### config.mk
export PLATFORM = sky130hd
export DESIGN_NAME = mram_access_sequencer
export DESIGN_NICKNAME = d
export VERILOG_FILES = /design/src/rtl/mram_access_sequencer.sv
export SDC_FILE = /design/constraint.sdc
export NUM_CORES = 1
export LEC_CHECK = 0
export CAP_MARGIN = 20
export CORE_MARGIN = 1
export CORE_UTILIZATION = 43
export CTS_BUF_LIST = sky130_fd_sc_hd__clkbuf_16
export DETAILED_ROUTE_END_ITERATION = 10
export HOLD_SLACK_MARGIN = 0.05
export MAX_ROUTING_LAYER = met4
export PLACE_DENSITY = 0.86
export SLEW_MARGIN = 20
export SYNTH_ARGS = -nofsm -noshare
export SYNTH_HDL_FRONTEND = slang
export SYNTH_SLANG_ARGS = --single-unit
### constraint.sdc
create_clock -name SIM_CLK -period 2.5 [get_ports SIM_CLK]
set_input_delay 0.25 -clock SIM_CLK [delete_from_list [all_inputs] [get_ports SIM_CLK]]
set_output_delay 0.25 -clock SIM_CLK [all_outputs]
set_load 0.02 [all_outputs]
### src/rtl/mram_access_sequencer.sv
// ---------------------------------------------------------------------------
// mram_access_sequencer
//
// Purpose:
//   Timing front-end for the 2Kx16 MRAM part model. Turns a single-word
//   req/busy/done handshake into ordered E_n/G_n/W_n strobe sequences. Address
//   and data are held stable for SETUP_CYC cycles before a strobe and for
//   HOLD_CYC cycles after it. G_n and W_n are never low together, and the DQ
//   driver is never enabled while G_n is low.
//
// Optional feature (macro MRAM_WRITE_VERIFY_EN):
//   When defined, every write is followed by a read-back of the same address
//   before done. A mismatch sets the sticky verify_err flag. Verify reads never
//   update rdata. When undefined, verify_err is tied low.
//
// Ports:
//   SIM_CLK, SIM_RST        clock (rising edge) / asynchronous active-high reset
//   req, we, addr, wdata    request; sampled only while idle
//   busy, done              handshake status; done is a one-cycle pulse
//   rdata                   last read word, held until the next read completes
//   verify_err              sticky write-verify mismatch flag
//   mem_addr .. mem_dq_oe   registered MRAM pin drives
//   mem_dq_in               DQ value sensed from the MRAM
//
// Access length, counting the request cycle and the done cycle:
//   SETUP_CYC + ACCESS_CYC + HOLD_CYC + 2 cycles. A write with verify
//   enabled takes 2*(SETUP_CYC + ACCESS_CYC + HOLD_CYC) + 2 cycles.
// ---------------------------------------------------------------------------
module mram_access_sequencer #(
    parameter int SETUP_CYC  = 2,
    parameter int ACCESS_CYC = 3,
    parameter int HOLD_CYC   = 1,
    parameter int CNT_W      = 4
) (
    input  logic        SIM_CLK,
    input  logic        SIM_RST,
    input  logic        req,
    input  logic        we,
    input  logic [15:0] addr,
    input  logic [15:0] wdata,
    output logic        busy,
    output logic        done,
    output logic [15:0] rdata,
    output logic        verify_err,
    output logic [15:0] mem_addr,
    output logic        mem_e_n,
    output logic        mem_g_n,
    output logic        mem_w_n,
    output logic        mem_lb_n,
    output logic        mem_ub_n,
    output logic [15:0] mem_dq_out,
    output logic        mem_dq_oe,
    input  logic [15:0] mem_dq_in
);

`ifdef MRAM_WRITE_VERIFY_EN
    localparam bit VERIFY = 1'b1;
`else
    localparam bit VERIFY = 1'b0;
`endif

    // Each phase counts down from N-1 to 0, so a phase lasts exactly N cycles.
    localparam logic [CNT_W-1:0] SETUP_LD = CNT_W'(SETUP_CYC - 1);
    localparam logic [CNT_W-1:0] ACC_LD   = CNT_W'(ACCESS_CYC - 1);
    localparam logic [CNT_W-1:0] HOLD_LD  = CNT_W'(HOLD_CYC - 1);

    typedef enum logic [2:0] {
        S_IDLE,
        S_SETUP,
        S_RD_ACC,
        S_WR_PULSE,
        S_HOLD,
        S_DONE
    } state_t;

    state_t           state_q;
    logic [CNT_W-1:0] cnt_q;
    logic [CNT_W-1:0] cnt_d;
    logic             cnt_zero;
    logic             we_q;
    logic             vfy_q;      // current SETUP/RD_ACC/HOLD pass is a read-back
    logic             busy_q;
    logic             done_q;
    logic [15:0]      rdata_q;
    logic [15:0]      mem_addr_q;
    logic [15:0]      mem_dq_out_q;
    logic             mem_dq_oe_q;
    logic             mem_e_n_q;
    logic             mem_g_n_q;
    logic             mem_w_n_q;
    logic             mem_lb_n_q;
    logic             mem_ub_n_q;
`ifdef MRAM_WRITE_VERIFY_EN
    logic             verr_q;
`endif

    always_comb begin
        cnt_zero = (cnt_q == '0);
        cnt_d    = cnt_q - 1'b1;
    end

    always_ff @(posedge SIM_CLK or posedge SIM_RST) begin
        if (SIM_RST) begin
            state_q      <= S_IDLE;
            cnt_q        <= '0;
            we_q         <= 1'b0;
            vfy_q        <= 1'b0;
            busy_q       <= 1'b0;
            done_q       <= 1'b0;
            rdata_q      <= '0;
            mem_addr_q   <= '0;
            mem_dq_out_q <= '0;
            mem_dq_oe_q  <= 1'b0;
            mem_e_n_q    <= 1'b1;
            mem_g_n_q    <= 1'b1;
            mem_w_n_q    <= 1'b1;
            mem_lb_n_q   <= 1'b1;
            mem_ub_n_q   <= 1'b1;
`ifdef MRAM_WRITE_VERIFY_EN
            verr_q       <= 1'b0;
`endif
        end else begin
            done_q <= 1'b0;
            case (state_q)
                S_IDLE: begin
                    if (req) begin
                        // Address, data and DQ direction are set up with all
                        // strobes still high; strobes only move after SETUP.
                        state_q      <= S_SETUP;
                        cnt_q        <= SETUP_LD;
                        we_q         <= we;
                        vfy_q        <= 1'b0;
                        busy_q       <= 1'b1;
                        mem_addr_q   <= addr;
                        mem_dq_out_q <= wdata;
                        mem_dq_oe_q  <= we;
                        mem_lb_n_q   <= 1'b0;
                        mem_ub_n_q   <= 1'b0;
                    end
                end

                S_SETUP: begin
                    if (cnt_zero) begin
                        mem_e_n_q <= 1'b0;
                        cnt_q     <= ACC_LD;
                        if (we_q && !vfy_q) begin
                            mem_w_n_q <= 1'b0;
                            state_q   <= S_WR_PULSE;
                        end else begin
                            mem_g_n_q <= 1'b0;
                            state_q   <= S_RD_ACC;
                        end
                    end else begin
                        cnt_q <= cnt_d;
                    end
                end

                S_RD_ACC: begin
                    if (cnt_zero) begin
                        mem_e_n_q <= 1'b1;
                        mem_g_n_q <= 1'b1;
                        state_q   <= S_HOLD;
                        cnt_q     <= HOLD_LD;
                        if (vfy_q) begin
`ifdef MRAM_WRITE_VERIFY_EN
                            // mem_dq_out_q still holds the word just written.
                            if (mem_dq_in != mem_dq_out_q) begin
                                verr_q <= 1'b1;
                            end
`endif
                        end else begin
                            rdata_q <= mem_dq_in;
                        end
                    end else begin
                        cnt_q <= cnt_d;
                    end
                end

                S_WR_PULSE: begin
                    if (cnt_zero) begin
                        mem_e_n_q <= 1'b1;
                        mem_w_n_q <= 1'b1;
                        state_q   <= S_HOLD;
                        cnt_q     <= HOLD_LD;
                    end else begin
                        cnt_q <= cnt_d;
                    end
                end

                S_HOLD: begin
                    if (cnt_zero) begin
                        if (VERIFY && we_q && !vfy_q) begin
                            // Turn the DQ driver off at the start of the
                            // read-back SETUP, well before G_n drops.
                            vfy_q       <= 1'b1;
                            mem_dq_oe_q <= 1'b0;
                            state_q     <= S_SETUP;
                            cnt_q       <= SETUP_LD;
                        end else begin
                            state_q <= S_DONE;
                            done_q  <= 1'b1;
                        end
                    end else begin
                        cnt_q <= cnt_d;
                    end
                end

                S_DONE: begin
                    // req is ignored here, which forces one idle cycle
                    // between accesses.
                    state_q     <= S_IDLE;
                    busy_q      <= 1'b0;
                    vfy_q       <= 1'b0;
                    mem_dq_oe_q <= 1'b0;
                    mem_lb_n_q  <= 1'b1;
                    mem_ub_n_q  <= 1'b1;
                end

                default: begin
                    state_q <= S_IDLE;
                end
            endcase
        end
    end

    assign busy       = busy_q;
    assign done       = done_q;
    assign rdata      = rdata_q;
    assign mem_addr   = mem_addr_q;
    assign mem_e_n    = mem_e_n_q;
    assign mem_g_n    = mem_g_n_q;
    assign mem_w_n    = mem_w_n_q;
    assign mem_lb_n   = mem_lb_n_q;
    assign mem_ub_n   = mem_ub_n_q;
    assign mem_dq_out = mem_dq_out_q;
    assign mem_dq_oe  = mem_dq_oe_q;
`ifdef MRAM_WRITE_VERIFY_EN
    assign verify_err = verr_q;
`else
    assign verify_err = 1'b0;
`endif

endmodule

==> flow_summary.json, run 1 <==
{
  "maxSlewViolCount": 0,
  "setup_violations": 0,
  "path_max_fanout": 17,
  "vias": 1850,
  "ff2ff_path_depth": 6,
  "num_io_pins": 109,
  "crit_type": "reg2reg",
  "grt_pass1_wl_um": 9030,
  "yosysTopAreaCell": "dfrtp_1",
  "synthTopCellsByArea": "dfrtp_1, mux2_2, mux2_4, dfstp_2, o21ai_0",
  "synth.net_count": 242,
  "track_usage_pct": 19.6,
  "antenna_found_initial": 0,
  "irDropWorstVdd_v": 0.000666,
  "outcome": "completed",
  "timing.critical_path.slowest_stage_cell": "or3b_4",
  "numCtsBuffers": 9,
  "rows": 28,
  "cp.arrival_ns": 2.31,
  "cts.sinks": 63,
  "clkLatencyLatePin_ns": 0.31,
  "critical_path.cell_chain": "inv_1 > ha_1 > or3b_4 > or3_1 > buf_4 > mux2_4",
  "routed_via_density": 4.89,
  "synth_cell_type_count": 34,
  "fin_nets": 352,
  "ff2ff_setup_slack_ns": 0.39,
  "power_density_nw_per_um2": 1410,
  "rr_endpoint": "rdata[3]",
  "endpoint_kind": "register",
  "yosysWarnings": 0,
  "cts_tree": "built",
  "htreeDepth": 3,
  "tns_ns": 0,
  "r2r_start": "cnt_q[0]",
  "first_global_vias": 1904,
  "postCtsHoldBufs": 0,
  "min_period_over_period_pct": 84.6,
  "p_leak_nw": 1.75,
  "slowest_delay_ns": 0.45,
  "dp_slack_ns": 0.402,
  "fp.dieW_um": 80.2,
  "start_util_pct": 44.5,
  "clockRootBuffer": "clkbuf_16",
  "avgSynthCellArea_um2": 14.0,
  "netlist_area_um2": 2630,
  "area_growth_pct": 53.9,
  "drt-pass1-iter-count": 3,
  "synth_top_area_share_pct": 56.1,
  "drt_iter0_markers": 57,
  "design.core.area_um2": 5920,
  "drive_gt1_share_pct": 24.4,
  "critPathRequiredTime_ns": 2.70,
  "synth.yosys.seq_area_share_pct": 60.1,
  "grt_max_degree": 64,
  "drcViolationCount": 0,
  "routedWlPerCell_um": 14.8,
  "fin_skew_ns": 0.00662,
  "gp_congestion": 0.794,
  "dieHeight_um": 80.2,
  "startpoint_type": "register",
  "drv_cap": 0,
  "totalWireLength_um": 5610,
  "fmax_mhz": 473,
  "post-dp-hpwl_um": 3880,
  "ant_nets": 0,
  "die-area_um2": 6440,
  "gr-total-overflow": 0,
  "num_antenna_cells": 0,
  "clk_pin_slew_worst_paths_ns": 0.05,
  "synth_seq_cells": 63,
  "utilization_pct": 68.4,
  "ctsResizeCount": 0,
  "postCtsSetupBuffers": 0,
  "port-buffer-count": 107,
  "rsz0062_at_grt": "false",
  "syn-instance-count": 188,
  "worst_slack_ns": 0.386,
  "hold_violations": 0,
  "max-clock-path-buffers": 2,
  "hp-class": "in2async",
  "period_minus_slack_ns": 2.11
}
per-layer routing:
layer / vias to the layer above / track usage [%] / wire, µm
li1: 883 / - / -
met1: 891 / 24.1 / 2450
met2: 68 / 30.7 / 2760
met3: 8 / 5.11 / 337
met4: 0 / 8.57 / 63
met5: - / - / 0
cells by family after synthesis:
| kind of cell | share of synthesized area [%] |
|---|---|
| buf+inv | 3.75 |
| mux | 23.1 |
| xor+xnor | 0.333 |
| flops | 60.1 |
| other cells | 0.142 |
| fa+ha+maj | 0.950 |
| compound gates | 5.37 |
| simple gates | 6.32 |
sequential cells by signal (all words and copies together) (netlist names):
register	cells
mem_addr	16
mem_dq_out	16
rdata	16
cnt_q	4
state_q	3
busy	1
done	1
mem_dq_oe	1
mem_e_n	1
mem_g_n	1
mem_ub_n	1
mem_w_n	1
we_q	1
how the worst max path moves through the flow:
stage / endpoint / start
finish: rdata[3] / cnt_q[0]
global route: rdata[3] / cnt_q[0]
CTS: rdata[3] / cnt_q[0]
detailed placement: rdata[3] / cnt_q[0]
global placement: rdata[5] / cnt_q[0]
floorplan: rdata[0] / cnt_q[0]
placed cells by master (no fill, tap or decap), drive strengths merged, types with 3 or more instances in the layout:
cell type / instances
a22o: 3
buf: 4
clkbuf: 9
clkdlybuf4s50: 107
clkinv: 4
dfrtp: 59
dfstp: 4
inv: 8
mux2: 50
nand2: 5
nand2b: 4
nand3: 3
nor2: 6
o21ai: 9
o22ai: 3
or3: 5
stage by stage:
stage	std cells	power (mW)	instance area, µm²	hold slack [ns]
after floorplan	188	3.40	2630	0.399
after global placement	362	4.48	3770	0.471
after detailed placement	362	4.58	3770	0.479
after CTS	378	5.77	4050	0.347
after global routing	378	6.07	4050	0.361
final	378	5.70	4050	0.323
critical path: cells and delay by family, from the launching register on:
kind / cells / cell delay (ns)
fa+ha+maj: 1 / 0.14
simple gates: 2 / 0.81
buf+inv: 2 / 0.33
flops: 1 / 0.38
mux: 1 / 0.33
where the power goes:
| part | internal (mW) | total, mW | switching, mW | leakage, nW |
|---|---|---|---|---|
| Sequential | 1.55 | 1.89 | 0.343 | 0.741 |
| Clock | 0.753 | 1.16 | 0.403 | 0.149 |
| Combinational | 1.47 | 2.65 | 1.19 | 0.855 |
| Total | 3.77 | 5.70 | 1.93 | 1.75 |
synth_stat cells, drive strengths merged:
| cell | number |
|---|---|
| dfrtp | 59 |
| mux2 | 50 |
| buf | 9 |
| o21ai | 9 |
| inv | 6 |
| nor2 | 6 |
| nand2 | 5 |
| or3 | 5 |
| dfstp | 4 |
| nand2b | 4 |
| a22o | 3 |
| clkbuf | 3 |
| nand3 | 3 |
| o22ai | 3 |
| a21oi | 2 |
| ha | 2 |
| nand3b | 2 |
| nor3 | 2 |
| o211ai | 2 |
| a32oi | 1 |
| conb | 1 |
| mux2i | 1 |
| nand4 | 1 |
| nor2b | 1 |
| o2bb2a | 1 |
| o31ai | 1 |
| or3b | 1 |
| xnor2 | 1 |
cell type report:
type / instances / area (µm²)
Clock buffer: 9 / 225
Timing Repair Buffer: 111 / 1110
Inverter: 6 / 22.5
Tap cell: 75 / 93.8
Clock inverter: 7 / 56.3
Multi-Input combinational cell: 107 / 958
Fill cell: 457 / 1870
Sequential cell: 63 / 1580
(Power assumes the default switching activity.)
==> run 2, diff against run 1 <==
Clock period 2.5 ns to 2.2 ns, I/O delays scaled along.
==> flow_summary.json, run 2 (synthesized netlist as in run 1, its figures left out) <==
{
  "antenna_found_initial": 0,
  "tns_ns": 0,
  "die-area_um2": 6440,
  "startpoint_type": "register",
  "track_usage_pct": 20.7,
  "crit_type": "reg2reg",
  "slew-limit-headroom_pct": 57.7,
  "rows": 28,
  "start_util_pct": 44.5,
  "numCtsBuffers": 9,
  "cts.sinks": 63,
  "fmax_mhz": 498,
  "area_growth_pct": 55.2,
  "cp.arrival_ns": 2.20,
  "p_int_mw": 4.32,
  "gr-total-overflow": 0,
  "drt_iter0_markers": 54,
  "hold_violations": 0,
  "slowest_delay_ns": 0.38,
  "outcome": "completed",
  "drt-pass1-iter-count": 4,
  "endpoint_kind": "register",
  "timing.critical_path.slowest_stage_cell": "dfrtp_1",
  "rsz0062_at_grt": "false",
  "fin_nets": 355,
  "clk_pin_slew_worst_paths_ns": 0.05,
  "layout_commonest_cell": "clkdlybuf4s50_1",
  "share_seq_of_total_power_pct": 32.5,
  "p_leak_nw": 1.76,
  "port-buffer-count": 107,
  "path_max_fanout": 17,
  "gp_congestion": 0.868,
  "swShare_pct": 34.2,
  "drcViolationCount": 0,
  "postCtsSetupBuffers": 0,
  "ctsResizeCount": 0,
  "utilization_pct": 69.0,
  "vias": 1897,
  "grt_pass1_wl_um": 9610,
  "cts_tree": "built",
  "htreeDepth": 3,
  "critical_path.cell_chain": "inv_1 > ha_1 > or3b_4 > or3_1 > buf_4 > mux2_4",
  "fp.dieW_um": 80.2,
  "pwr-share-clk_pct": 20.1,
  "design.core.area_um2": 5920,
  "fin_skew_ns": 0.00711,
  "critPathTopFamily": "simple AND/OR/NAND/NOR gates",
  "clockRootBuffer": "clkbuf_16",
  "worstMarginPinSlew_ns": 0.633,
  "dieHeight_um": 80.2,
  "num_antenna_cells": 0,
  "min_period_over_period_pct": 91.3,
  "maxSlewViolCount": 0,
  "routed_via_density": 4.98,
  "routedWlPerCell_um": 15.5,
  "layout_common_cells": "clkdlybuf4s50_1, dfrtp_1, mux2_2",
  "irDropWorstVdd_v": 0.00102,
  "drive_gt1_share_pct": 24.8,
  "period_minus_slack_ns": 2.01,
  "ant_nets": 0,
  "switching_power_mw": 2.24,
  "ff2ff_setup_slack_ns": 0.19,
  "crit_buf_inv": 2,
  "drv_cap": 0,
  "hp-class": "in2async",
  "totalWireLength_um": 5920,
  "num_io_pins": 109,
  "first_global_vias": 2049,
  "clkLatencyLatePin_ns": 0.32,
  "grt_max_degree": 36,
  "combPwrFrac_pct": 47.4,
  "postCtsHoldBufs": 0,
  "power_density_nw_per_um2": 1610,
  "setup_violations": 0,
  "critPathRequiredTime_ns": 2.40,
  "max-clock-path-buffers": 2,
  "post-dp-hpwl_um": 4210
}
==> run 2: changes by cell type in the layout (fill, tap and decap cells not counted) <==
cell	delta
inv_1	-1
clkinv_2	-1
clkinv_1	+2
buf_4	+2
buf_12	+1
==> run 2: final cells by class <==
type / instances / area (µm²)
clock inverters: 7 / 55.1
inverters: 6 / 22.5
fillers: 412 / 1840
repair buffers: 114 / 1150
multi-input cells: 107 / 958
flip-flops and latches: 63 / 1580
well taps: 75 / 93.8
clock buffers: 9 / 225
==> run 2: power by group through the flow <==
stage / logic, mW / registers, mW / clock network [mW]
global placement: 3.04 / 2.10 / 0
finish: 3.11 / 2.13 / 1.32
detailed placement: 3.12 / 2.15 / 0
floorplan: 1.17 / 2.69 / 0
CTS: 3.15 / 2.15 / 1.35
global route: 3.33 / 2.22 / 1.40
==> run 2: final timing paths <==
check | startpoint | end | cells past startpoint
min reg2reg | mem_g_n | mem_g_n | 2
min in group SIM_CLK | mem_g_n | mem_g_n | 2
max | cnt_q[0] | rdata[4] | 6
min | SIM_RST | rdata[3] | 2
max in group asynchronous | SIM_RST | mem_dq_out[11] | 3
max reg2reg | cnt_q[0] | rdata[4] | 6
==> run 2: through the flow <==
step | power (mW) | std cells | hold WS, ns | setup slack [ns] | cell area (µm²)
floorplan | 3.86 | 188 | 0.369 | 0.186 | 2630
global placement | 5.14 | 365 | 0.473 | 0.243 | 3800
detailed placement | 5.28 | 365 | 0.489 | 0.202 | 3800
CTS | 6.65 | 381 | 0.340 | 0.198 | 4090
global route | 6.96 | 381 | 0.390 | 0.106 | 4090
finish | 6.56 | 381 | 0.324 | 0.192 | 4090
==> run 2: metal layers <==
layer  share of wire [%]  global-route usage (%)
met1                  41                    23.5
met2                  51                    34.2
met3                 6.4                    5.57
met4                 1.4                    9.82
met5                   0                       -
